### config.mk
export PLATFORM = sky130hd
export DESIGN_NAME = spike_handshake_rx
export DESIGN_NICKNAME = d
export VERILOG_FILES = /design/src/rtl/spike_handshake_rx.sv
export SDC_FILE = /design/constraint.sdc
export NUM_CORES = 1
export LEC_CHECK = 0
export CORE_ASPECT_RATIO = 0.9
export CORE_MARGIN = 4
export CORE_UTILIZATION = 45
export CTS_CLUSTER_DIAMETER = 60
export DETAILED_ROUTE_END_ITERATION = 12
export DONT_BUFFER_PORTS = 1
export PLACE_DENSITY = 0.61
export SYNTH_ARGS = -nofsm -noshare
export SYNTH_HDL_FRONTEND = slang
export SYNTH_SLANG_ARGS = --single-unit
### constraint.sdc
create_clock -name clk -period 3.5 [get_ports clk]
set_input_delay 0.875 -clock clk [delete_from_list [all_inputs] [get_ports clk]]
set_output_delay 0.875 -clock clk [all_outputs]
set_load 0.03 [all_outputs]
### src/rtl/spike_handshake_rx.sv
// spike_handshake_rx: SNN-side receiver for the CNN->SNN spike link.
// Completes the 4-phase req/ack handshake against an already-synchronized
// request, buffers {time, addr} in a first-word-fall-through FIFO and presents
// the events as a ready/valid stream to the SNN core.
// Ports:
//   clk, rst_n                    SNN clock, asynchronous active-low reset
//   i_req / o_ack                 synchronized spike valid / registered ack
//   i_spike_time, i_spike_addr    spike payload, stable while the sender's valid is high
//   i_last_sent                   synchronized CNN done level
//   i_clear                       one-cycle pulse starting a new inference
//   o_evt_valid, i_evt_ready      event stream handshake
//   o_evt_time, o_evt_addr        head event (signed time, address)
//   o_stream_done                 sticky: last pixel seen and every event consumed
//   o_evt_count                   saturating count of accepted events
//   o_proto_err                   sticky: request arrived after done
module spike_handshake_rx #(
    parameter int TIME_W     = 32,
    parameter int ADDR_W     = 9,
    parameter int FIFO_DEPTH = 4,
    parameter int CNT_W      = 16
) (
    input  logic              clk,
    input  logic              rst_n,
    input  logic              i_req,
    output logic              o_ack,
    input  logic [TIME_W-1:0] i_spike_time,
    input  logic [ADDR_W-1:0] i_spike_addr,
    input  logic              i_last_sent,
    input  logic              i_clear,
    output logic              o_evt_valid,
    input  logic              i_evt_ready,
    output logic [TIME_W-1:0] o_evt_time,
    output logic [ADDR_W-1:0] o_evt_addr,
    output logic              o_stream_done,
    output logic [CNT_W-1:0]  o_evt_count,
    output logic              o_proto_err
);
    localparam int PW = $clog2(FIFO_DEPTH);
    localparam int OW = PW + 1;
    localparam int DW = TIME_W + ADDR_W;

    typedef enum logic {IDLE, ACK_HIGH} state_t;

    state_t        state;
    logic [DW-1:0] mem [FIFO_DEPTH];
    logic [PW-1:0] wr_ptr, rd_ptr;
    logic [OW-1:0] occ;
    logic [DW-1:0] last_head;
    logic [DW-1:0] head;
    logic          push, pop;

    // Fullness uses the registered occupancy, so a same-edge pop never frees room.
    // A clear suppresses the capture; the request is still high next cycle and is taken then.
    assign push        = state == IDLE && i_req && occ != OW'(FIFO_DEPTH) && !i_clear;
    assign pop         = o_evt_valid && i_evt_ready;
    assign o_evt_valid = occ != '0;
    // While empty the outputs hold whatever was last presented.
    assign head        = o_evt_valid ? mem[rd_ptr] : last_head;
    assign {o_evt_time, o_evt_addr} = head;

    always_ff @(posedge clk)
        if (push) mem[wr_ptr] <= {i_spike_time, i_spike_addr};

    always_ff @(posedge clk or negedge rst_n) begin
        if (!rst_n) begin
            state         <= IDLE;
            o_ack         <= 1'b0;
            wr_ptr        <= '0;
            rd_ptr        <= '0;
            occ           <= '0;
            last_head     <= '0;
            o_evt_count   <= '0;
            o_stream_done <= 1'b0;
            o_proto_err   <= 1'b0;
        end else begin
            last_head <= head;
            if (i_clear) begin
                wr_ptr        <= '0;
                rd_ptr        <= '0;
                occ           <= '0;
                o_evt_count   <= '0;
                o_stream_done <= 1'b0;
                o_proto_err   <= 1'b0;
            end else begin
                if (push) wr_ptr <= wr_ptr + 1'b1;
                if (pop) rd_ptr <= rd_ptr + 1'b1;
                occ <= occ + OW'(push) - OW'(pop);
                if (push && o_evt_count != '1) o_evt_count <= o_evt_count + 1'b1;
                // !i_req already implies no push this cycle.
                if (i_last_sent && state == IDLE && !i_req && occ == '0) o_stream_done <= 1'b1;
                if (i_req && o_stream_done) o_proto_err <= 1'b1;
            end
            // The handshake is never broken by a clear: ack follows the request only.
            if (state == IDLE) begin
                if (push) begin
                    state <= ACK_HIGH;
                    o_ack <= 1'b1;
                end
            end else if (!i_req) begin
                state <= IDLE;
                o_ack <= 1'b0;
            end
        end
    end
endmodule

==> results.md <==
* Outcome: complete, no violations
* Standard-cell rows at 48
* Synth unique cells at 52
* Synth warn at 0
* Worst skew pair latency at 530 ps
* CP Capture Type: primary output
* Global route overflow at 0
* Max Clk Rate at 0.3110 GHz
* Post-synthesis sequential area ratio at 73.69%
* Area leader, netlist: edfxtp_1
* Synth Register Bits at 232
* Post-synth EDFFs at 164
* Detailed Route WL at 17960 µm
* Flop-to-flop setup slack at 800 ps
* Clock tree sinks at 232
* Final setup vio count at 0
* Mapped Area at 8992 µm²
* Kind of critical path: flop to primary output
* Clock Path Buffers at 3
* Wire per inst at 21.46 µm
* Startpoint Class: flop
* Final Hold Fails at 0
* Layout Nets at 623
* Share of layout cells above drive strength 1 at 18.91%
* Die area at 22310 µm²
* Post-synth top flop: edfxtp_1
* Minimum clock period at 3215 ps
* Vias at 4709
* Vias in the first global route at 4997
* Max-Cap Viols at 0
* Antenna Cells at 0
* Reg2reg end: occ[2]$_DFF_PN0_
* Most frequent cell after synthesis: edfxtp_1
* Reg2reg path depth at 11
* Skew final at 16.24 ps
* Slew headroom at 53.39%
* Worst VDD drop at 513.8 µV
* Final Max Tran Viols at 0
* FF-to-FF Start: occ[1]$_DFF_PN0_
* Worst Path Max Fanout at 27
* Async SR Flop Fraction at 29.31%
* PwrDens at 830.4 nW/µm²
* Largest cells by area after synthesis: edfxtp_1 (55%), dfrtp_1 (19%), mux4_2 (10%)
* Initial Utilization at 46.36%
* CTS buffer count at 25
* Global-route wire length before repair at 28190 µm
* Pre-antenna DRT Iters at 4
* Clk pin slew, worst setup/hold paths at 60 ps
* Clock Tree Root: clkbuf_16
* CTS tree: done
* Final Wtd Congestion at 0.7884
* Post_cts resized at 0
* Min-delay worst type: input pin to async pin
* Final Instance Area at 10170 µm²
* Total GRT Usage at 16.42%
* Yosys top cell area share at 54.77%
* Syn avg cell area at 16.26 µm²
* Req. time, crit path at 2620 ps
* RSZ-0062 raised after global routing: no
* # hold bufs at CTS at 0
* Antenna-violating nets left at 0
* Commonest cells post-synth: edfxtp_1 (164), nand2_1 (132), dfrtp_1 (68)
* Die Y-Extent at 142.1 µm
* P&R area growth vs syn at 13.08%
* Measured slew at the worst slew-check pin at 693.3 ps
* Postcts setup bufs at 0
* Core ar. at 19400 µm²
* Detailed-placement wirelength estimate at 10940 µm
* Pleak at 3.713 nW
* Fin crit share at 91.86%
* Largest net degree at the start of global routing at 69
* Post-DP Area at 9344 µm²
* Num ports at 108
* Via density at 5.626
* First DRT Iteration DRCs at 205
* Setup TNS at 0 ps
* Initial antenna violation count at 0
* Residual DRC at 0
* Die width at 157.0 µm
* Htree depth at 1
* IO buf count at 0
* Synth Net Count at 608
* CP arrival at 2340 ps
* Post-Synthesis Cells at 553
-- metal layers --
metal,part of all wire (%),track usage [%]
met2,49,27.28
met3,8.5,5.108
met5,0,0
met4,2.5,5.251
met1,40,20.86
-- kinds of logic (layout without fill, tap and decap cells) --
family | Yosys count | count (layout) | synth area share [%]
AOI/OAI and AO/OA | 33 | 33 | 2.672
and+or+nand+nor | 194 | 194 | 9.698
xor gates and xnor gates | 5 | 5 | 0.4871
DFF | 232 | 232 | 73.69
muxes | 43 | 43 | 10.51
buffers and inverters | 38 | 72 | 1.753
adders and majority gates | 8 | 8 | 1.197
-- power by group --
group	switching (mW)	internal (mW)	total, mW	leakage (nW)
sequential	0.204	3.35	3.56	2.35
clock	1.03	1.54	2.57	0.404
combinational	1.71	0.605	2.31	0.960
-- worst max-delay path: stages, from the launching register on --
cell and delay, ps:
dfrtp_4 640, buf_12 300, mux4_2 530, nand2_1 80, nand2_1 260
-- layout make-up --
cell class | count | area [µm²]
well taps | 250 | 312.8
clock inverters | 12 | 135.1
inverters | 12 | 45.04
fillers | 1569 | 9230
multi-input cells | 283 | 2225
clock buffers | 34 | 689.4
repair buffers | 14 | 130.1
flip-flops and latches | 232 | 6631
-- worst max-delay path by stage --
stage | startpoint | to | slack (ps) | cells after the start
2_1_floorplan | i_req | mem[0][0]$_DFFE_PP_ | 660 | 4
3_5_place_dp | i_req | occ[2]$_DFF_PN0_ | 740 | 11
6_report | rd_ptr[0]$_DFFE_PN0P_ | o_evt_time[17] | 290 | 4
5_1_grt | rd_ptr[0]$_DFFE_PN0P_ | o_evt_time[13] | 90 | 4
4_1_cts | rd_ptr[0]$_DFFE_PN0P_ | o_evt_time[31] | 210 | 4
3_3_place_gp | rd_ptr[0]$_DFFE_PN0P_ | o_evt_time[17] | 750 | 4
-- registers in the layout, indices dropped and copies added, names as in the netlist --
name	flops
last_head	41
mem	164
o_ack	1
o_evt_count	16
o_proto_err	1
o_stream_done	1
occ	3
rd_ptr	2
state	1
wr_ptr	2
-- per-stage QoR --
stage	setup WS (ps)	power [mW]	hold WS, ps	util (%)	std cells
2_1_floorplan	655.9	5.506	478.2	-	553
3_3_place_gp	753.7	5.955	510.7	48.17	791
3_5_place_dp	744.5	5.994	528.8	48.17	791
4_1_cts	207.6	8.607	7.141	52.42	837
5_1_grt	90.74	8.914	5.873	52.42	837
6_report	285.1	8.444	43.79	52.42	837
-- cells in the final DEF, fill, tap and decap left out, drive strengths merged, types with 2 or more instances in the layout --
master / count
edfxtp: 164
nand2: 132
dfrtp: 68
mux4: 41
clkbuf: 34
inv: 15
buf: 14
nor2: 13
nand3: 10
or4: 8
ha: 7
a21oi: 7
clkinv: 6
o31ai: 5
and2: 5
nand4: 5
nor4: 5
and4: 4
nor3: 4
xnor2: 3
o21ai: 3
or3: 3
nor2b: 2
xor2: 2
a211o: 2
o41ai: 2
a211oi: 2
a21o: 2
o31a: 2
bufinv: 2
Power figures use the tool's default switching activity.
